<file path="config.mk">
export PLATFORM = sky130hd
export DESIGN_NAME = zpu_io_uart
export DESIGN_NICKNAME = d
export VERILOG_FILES = /design/src/rtl/zpu_io_uart.sv
export SDC_FILE = /design/constraint.sdc
export NUM_CORES = 1
export LEC_CHECK = 0
export BUFFER_PORTS_ARGS = -buffer_cell sky130_fd_sc_hd__buf_2
export CORE_MARGIN = 2
export CORE_UTILIZATION = 36
export DETAILED_ROUTE_END_ITERATION = 12
export GPL_TIMING_DRIVEN = 0
export PLACE_DENSITY = 0.58
export RECOVER_POWER = 25
export SETUP_SLACK_MARGIN = 0.02
export SYNTH_ARGS = -nofsm -noshare
export SYNTH_HDL_FRONTEND = slang
export SYNTH_SLANG_ARGS = --single-unit
</file>
<file path="constraint.sdc">
create_clock -name clk -period 3.75 [get_ports clk]
set_clock_uncertainty 0.1 [all_clocks]
set_input_delay 0.9375 -clock clk [delete_from_list [all_inputs] [get_ports clk]]
set_output_delay 0.9375 -clock clk [all_outputs]
set_load 0.03 [all_outputs]
</file>
<file path="src/rtl/zpu_io_uart.sv">
// rtl/zpu_io_uart.sv - ZPU memory-port I/O slave: buffered 8N1 UART TX, sticky overflow, cycle counter
// Word 0 = UART data/status, 1 = counter, 2 = counter clear, 3 = reserved.
module zpu_io_uart #(
  parameter int DIVISOR = 434,
  parameter int FIFO_AW = 4
) (
  input  logic        clk,
  input  logic        reset,
  input  logic [27:0] mem_addr,
  input  logic [31:0] mem_write,
  input  logic        mem_writeEnable,
  input  logic        mem_readEnable,
  input  logic [3:0]  mem_writeMask,
  output logic [31:0] mem_read,
  output logic        mem_busy,
  output logic        txd
);
  localparam int DEPTH = 1 << FIFO_AW;
  localparam logic [15:0] BAUD_RELOAD = 16'(DIVISOR - 1);
  localparam logic [FIFO_AW:0] FULL_COUNT = (FIFO_AW + 1)'(DEPTH);

  typedef enum logic [1:0] {IDLE, START, DATA, STOP} tx_state_t;

  tx_state_t          state;
  logic [15:0]        baud_cnt;
  logic [2:0]         bit_idx;
  logic [7:0]         shift;
  logic [7:0]         fifo_mem [DEPTH];
  logic [FIFO_AW-1:0] wr_ptr;
  logic [FIFO_AW-1:0] rd_ptr;
  logic [FIFO_AW:0]   count;
  logic               overflow;
  logic [31:0]        counter;
  logic               rd_pending;
  logic [31:0]        rd_hold;
  logic [31:0]        read_mux;
  logic [31:0]        status;
  logic [1:0]         word;
  logic               accept, do_write, do_read;
  logic               full, empty, tx_idle;
  logic               push_req, push, pop, clear;
  logic               unused_bits;

  assign unused_bits = ^{mem_addr[27:4], mem_addr[1:0], mem_write[31:8], mem_writeMask[3:1]};

  // A busy cycle swallows any strobe; a combined read+write acts as a write only.
  assign word     = mem_addr[3:2];
  assign accept   = (mem_writeEnable | mem_readEnable) & ~mem_busy;
  assign do_write = accept & mem_writeEnable;
  assign do_read  = accept & mem_readEnable & ~mem_writeEnable;

  assign full     = (count == FULL_COUNT);
  assign empty    = (count == '0);
  assign tx_idle  = empty && (state == IDLE);
  assign push_req = do_write && (word == 2'd0) && mem_writeMask[0];
  assign push     = push_req && !full;
  assign pop      = (state == IDLE) && !empty;
  assign clear    = do_write && (word == 2'd2) && mem_write[0];
  assign status   = {21'b0, tx_idle, overflow, ~full, 8'b0};

  always_comb begin
    read_mux = '0;
    case (word)
      2'd0:    read_mux = status;
      2'd1:    read_mux = counter;
      default: read_mux = '0;
    endcase
  end

  always_ff @(posedge clk) begin
    if (push) fifo_mem[wr_ptr] <= mem_write[7:0];
  end

  always_ff @(posedge clk) begin
    if (reset) begin
      wr_ptr   <= '0;
      rd_ptr   <= '0;
      count    <= '0;
      overflow <= 1'b0;
    end else begin
      if (push) wr_ptr <= wr_ptr + 1'b1;
      if (pop)  rd_ptr <= rd_ptr + 1'b1;
      case ({push, pop})
        2'b10:   count <= count + 1'b1;
        2'b01:   count <= count - 1'b1;
        default: count <= count;
      endcase
      if (push_req && full)
        overflow <= 1'b1;
      else if (do_read && (word == 2'd0))
        overflow <= 1'b0;
    end
  end

  always_ff @(posedge clk) begin
    if (reset || clear) counter <= '0;
    else                counter <= counter + 32'd1;
  end

  always_ff @(posedge clk) begin
    if (reset) begin
      mem_busy   <= 1'b0;
      mem_read   <= '0;
      rd_pending <= 1'b0;
      rd_hold    <= '0;
    end else begin
      mem_busy   <= accept;
      rd_pending <= do_read;
      if (do_read)    rd_hold  <= read_mux;
      if (rd_pending) mem_read <= rd_hold;
    end
  end

  // The shift register is consumed LSB first as data bits go out.
  always_ff @(posedge clk) begin
    if (reset) begin
      state    <= IDLE;
      txd      <= 1'b1;
      baud_cnt <= '0;
      bit_idx  <= '0;
      shift    <= '0;
    end else begin
      case (state)
        IDLE: begin
          txd <= 1'b1;
          if (!empty) begin
            shift    <= fifo_mem[rd_ptr];
            state    <= START;
            txd      <= 1'b0;
            baud_cnt <= BAUD_RELOAD;
          end
        end
        START: begin
          if (baud_cnt == '0) begin
            state    <= DATA;
            txd      <= shift[0];
            shift    <= {1'b0, shift[7:1]};
            bit_idx  <= '0;
            baud_cnt <= BAUD_RELOAD;
          end else begin
            baud_cnt <= baud_cnt - 16'd1;
          end
        end
        DATA: begin
          if (baud_cnt == '0) begin
            baud_cnt <= BAUD_RELOAD;
            if (bit_idx == 3'd7) begin
              state <= STOP;
              txd   <= 1'b1;
            end else begin
              bit_idx <= bit_idx + 3'd1;
              txd     <= shift[0];
              shift   <= {1'b0, shift[7:1]};
            end
          end else begin
            baud_cnt <= baud_cnt - 16'd1;
          end
        end
        default: begin
          txd <= 1'b1;
          if (baud_cnt == '0) state <= IDLE;
          else                baud_cnt <= baud_cnt - 16'd1;
        end
      endcase
    end
  end
endmodule

</file>
After elaboration in Yosys (flattened, before gate mapping)
Memories as Yosys holds them, arrays and structs flattened. A register that Yosys moved wholly into a read port is not among the register bits.
Cells that the tools add are included.

word-level totals
  register bits after elaboration = 142
  RAM bits = 128
  output and inout port bits = 34
  memories = 1

memories
  memory    words  width  rd ports  clocked after Yosys merged registers in  write ports  RTL line  text
  fifo_mem  16     8      1         1                                        1            28        logic [7:0] fifo_mem [DEPTH];

cells by class
  bitwise operators = 8
  $add $sub $neg = 7
  reduce and logical (&&, ||, !) cells = 27
  equal/unequal tests = 14
  multiplexer cells = 32

operators by type and width
  cell                                                number
  one-hot mux 32 bit (2 select lines)                 1
  2-to-1 mux 16 bit                                   3
  adder 32 x 1 -> 32 bit, second input constant       1
  2-to-1 mux 8 bit                                    4
  one-hot mux 16 bit (2 select lines)                 1
  one-hot mux 8 bit (3 select lines)                  1
  logical NOT 16 bit                                  1
  subtractor 16 x 1 -> 16 bit, second input constant  1
  2-to-1 mux 2 bit                                    5
  != test 2 bit, second input constant                5
  one-hot mux 5 bit (2 select lines)                  1
  AND reduction 5 bit                                 2
  logical AND 1 bit                                   9
  2-to-1 mux 3 bit                                    3
  adder 4 x 1 -> 4 bit, second input constant         2
  2-to-1 mux 1 bit                                    8
  2-to-1 mux 4 bit                                    2
  nonzero test 2 bit                                  4
  == test 2 x 1 -> 1 bit, second input constant       3
  == test 2 bit, second input constant                3
  one-hot mux 2 bit (3 select lines)                  1
  one-hot mux 3 bit (2 select lines)                  1
  adder 5 x 1 -> 5 bit, second input constant         1
  == test 5 bit, second input constant                1
  other kinds (16)                                    24

Logic depth before layout (Yosys ltp)
  depth in word-level cells = 8
  gate-level depth with buffers = 14

Least setup slack after synthesis
OpenSTA, ideal clock, no wires.

  kind = input port to flip-flop
  from = in mem_addr[2]
  to = reg count[2]
  slack = -111 ps
  path buffers = 3
  stages on the path = 13
  setup time = 70 ps
  required time = 3,580 ps
  data arrival time = 3,690 ps
  cells stage by stage = buf_2 > or3b_1 > buf_2 > a211oi_4 > inv_1 > ha_1 > clkbuf_1 > xor2_1 > ha_1 > o31a_1 > xnor2_1 > or3_1 > a21oi_1

between the ends
  longest elaborated chain between the ends = 6
  elaborated cells on any way between the ends = 8

ends and longest elaborated chain
  what                                                                             RTL line  text
  start, declared                                                                  9         input logic [27:0] mem_addr,
  logical NOT 2 bit *                                                              55        assign push_req = do_write && (word == 2'd0) && mem_writeMask[0];
  logical AND 1 bit * (2 in series)                                                55
  logical AND 1 bit *                                                              56        assign push = push_req && !full;
  == test 2 x 1 -> 1 bit / == test 2 bit (equally long branches)                   83        case ({push, pop})
  one-hot mux 5 bit (2 select lines) / nonzero test 2 bit (equally long branches)  --
  end signal, assigned                                                             84        2'b10: count <= count + 1'b1;
  end signal, assigned                                                             85        2'b01: count <= count - 1'b1;
  end signal, assigned                                                             86        default: count <= count;
  end, declared                                                                    31        logic [FIFO_AW:0] count;

Every way passes the cells marked *; elsewhere a longest branch is shown, timed or not.
A chain may end at the register's enable or synchronous reset.

Final worst setup path
Ends and elaborated chain as after synthesis.

==> metrics <==
status completed; Setup WS pre-CTS -392 ps; Cell variety after synth 72; CTS tree done; Final Setup Violations 0; H-tree Lvls 1; share of cells above drive strength 1 0.175; placed inst area 12000 µm²; minimum clock period 3580 ps; Core ar. 30600 µm²; worst hold endpoint mem_busy; vias in the first global route 7024; Setup WS post-layout 168 ps; Die H 180 µm; reg-to-reg slack, setup 390 ps; fmax 0.279 GHz; count of final max-slew check failures 0; startpoint types input port; DR WL/cell 17.1 µm; fin nets 1053; First DRT Iteration DRCs 497; Post-synth EDFFs 128; Critical Path Slowest Stage Cell or3b_1; Cells on Worst Hold Path 1; reg2reg start count[1]; CTS Buf Count 30; antenna violations before repair 0; Post-CTS Setup Bufs 0; async set or reset register ratio after synthesis 0; R2R Path End count[2]; worst vdd ir 0.000407 V; Overflow after GRT 0; synthesized cell area 11200 µm²; Max Cap Violations 0; RSZ-0062 raised after global routing false; Worst-Margin Slew 1040 ps; final instance area 13000 µm²; WP data required 4110 ps; drt pass-1 iters 4; Mapped Cells 888; Hold Fails Final Rpt 0; port bufs 47; syn nets 972; row count 64; main flop type after synthesis dfxtp_1; Root Buffer clkbuf_16; period utilisation layout 0.955; syn_area_per_cell 12.6 µm²; Layout area overhead 15.9%; Via density 5.10; number of hold buffers added after cts 0; hold_sp mem_busy; Worst Setup End Kind register; # clock sinks 274; diode count 0; IO Pins 102; #FFs+latches synth 274; vias after detailed routing 7080; final RePlAce weighted congestion 0.756; DRC violations left 0; Worst R2R Path Depth 12; Pleak 0.00449 µW; worst rel slew slack 0.308; Routed Antenna Nets 0; Die Area 32500 µm²; Reg clk slew, reported paths 60 ps; worst path cell trace buf_2 -> or3b_1 -> buf_2 -> a211oi_4 -> inv_1 -> ha_1 -> clkbuf_8 -> xor2_1 -> ha_1 -> o31a_1 -> xnor2_1 -> or3_1 -> a21oi_1; crit-path max FO 10; Seq/Total Area, Yosys 0.604; CTS Buffer Depth 3; Setup CP Type in2reg; Detailed Place HPWL 16.1 mm; crit-path max cell delay 440 ps; first-pass GRT wire length 38.2 mm; GRT Total Usage 0.145; wirelength, routed 23.8 mm; CTS resizes 0; Die Width 180 µm; initial core utilization 0.366; Arr. time, crit path 3950 ps; pwr dens 686 nW/µm²; Tightest Hold Check Type reg2reg; warnings from Yosys 0; pin count of the biggest net entering global routing 18; Clock Latency Late Sink 560 ps
==> kinds of logic after synthesis <==
family,count (synthesis),share of synthesized area
AND/OR/NAND/NOR,263,0.117
flip-flops,274,0.604
multiplexers,80,0.107
XOR/XNOR,36,0.0281
buffers and inverters,69,0.0271
AO/OA/AOI/OAI,150,0.0985
adder cells (fa/ha/maj),16,0.0179
==> state kept, by name (all words and copies together), names as in the netlist, named ones only <==
register,flops
fifo_mem,128
counter,32
mem_read,32
rd_hold,32
baud_cnt,16
shift,8
count,5
rd_ptr,4
wr_ptr,4
bit_idx,3
state,2
mem_busy,1
overflow,1
rd_pending,1
txd,1
==> placed cells by master, fill, tap and decap left out, drive strengths merged, types with 17 or more instances in the layout <==
cell      n
edfxtp  128
mux2i    41
or3      18
nand2    31
nor2    123
inv      17
a22o     29
a21oi    40
o21ai    21
xor2     27
mux4     31
dfxtp   146
buf      67
clkbuf   68
nor3     18
==> through the flow <==
stage               setup TNS, ps  hold slack, ps  utilization  total power (µW)  instances
CTS                             0             376        0.424              9010       1387
finish                          0             370        0.424              8900       1388
detailed placement          -6260             361        0.391              5960       1332
global placement            -8500             342        0.390              5930       1331
floorplan                       0             337            -              5430        888
global route                    0             388        0.424              9400       1388
==> synthesized netlist by cell type, types with 3 or more instances <==
| library cell | number | area [µm²] |
|---|---|---|
| dfxtp_1 | 146 | 2920 |
| edfxtp_1 | 128 | 3840 |
| nor2_1 | 123 | 462 |
| mux2i_1 | 41 | 410 |
| a21oi_1 | 38 | 190 |
| mux4_2 | 31 | 698 |
| a22o_1 | 29 | 254 |
| nand2_1 | 29 | 109 |
| clkbuf_1 | 27 | 101 |
| xor2_1 | 27 | 236 |
| o21ai_0 | 18 | 90.1 |
| inv_1 | 17 | 63.8 |
| nor3_1 | 17 | 85.1 |
| ha_1 | 16 | 200 |
| nand3_1 | 16 | 80.1 |
| or3_1 | 15 | 93.8 |
| nand4_1 | 13 | 81.3 |
| buf_2 | 12 | 60.1 |
| a22oi_1 | 11 | 82.6 |
| xnor2_1 | 9 | 78.8 |
| a311oi_1 | 8 | 70.1 |
| buf_1 | 8 | 30.0 |
| mux2_2 | 8 | 90.1 |
| a221oi_1 | 7 | 61.3 |
| and4_1 | 6 | 52.6 |
| and3_1 | 5 | 31.3 |
| nor2b_1 | 5 | 31.3 |
| a21o_1 | 4 | 30.0 |
| a31oi_1 | 4 | 25.0 |
| and2_1 | 4 | 25.0 |
| nand2b_1 | 4 | 25.0 |
| o211ai_1 | 4 | 30.0 |
| o31ai_1 | 4 | 30.0 |
| buf_6 | 3 | 33.8 |
| nor4_1 | 3 | 18.8 |
| or2_2 | 3 | 18.8 |
==> how the worst max path moves through the flow <==
stage                     start  cells after the start  slack (ps)  endpoint
floorplan           mem_addr[2]                     13          30  count[2]
global placement    mem_addr[2]                     13        -340  count[2]
detailed placement  mem_addr[2]                     13        -390  count[2]
CTS                 mem_addr[2]                     13         180  count[2]
global route        mem_addr[2]                     13          20  count[2]
finish              mem_addr[2]                     13         170  count[2]
==> final cells by class <==
cell class,count,area [µm²]
Fill cell,2882,17600
Sequential cell,274,6770
Multi-Input combinational cell,545,4140
Clock buffer,34,776
Tap cell,396,495
Clock inverter,21,250
Buffer,52,250
Timing Repair Buffer,49,239
Inverter,17,63.8
==> power breakdown <==
part,switching [µW],leakage [µW],internal (µW)
combinational,1390,0.00166,1070
sequential,133,0.00233,3280
clock,1190,0.000492,1830
==> per-layer routing <==
layer / wire [µm] / up-vias / GRT usage
li1: - / 3468 / -
met1: 11400 / 3480 / 0.204
met2: 11000 / 93 / 0.233
met3: 816 / 39 / 0.0210
met4: 556 / 0 / 0.0442
met5: 0 / - / 0
==> worst max-delay path: cells and delay by family <==
| family | cells | cell delay, ps |
|---|---|---|
| adders and majority gates | 2 | 470 |
| xor gates and xnor gates | 2 | 270 |
| buffers and inverters | 4 | 600 |
| AOI/OAI and AO/OA | 3 | 900 |
| and+or+nand+nor | 2 | 750 |
No activity file was read; power rests on OpenSTA's default activity.
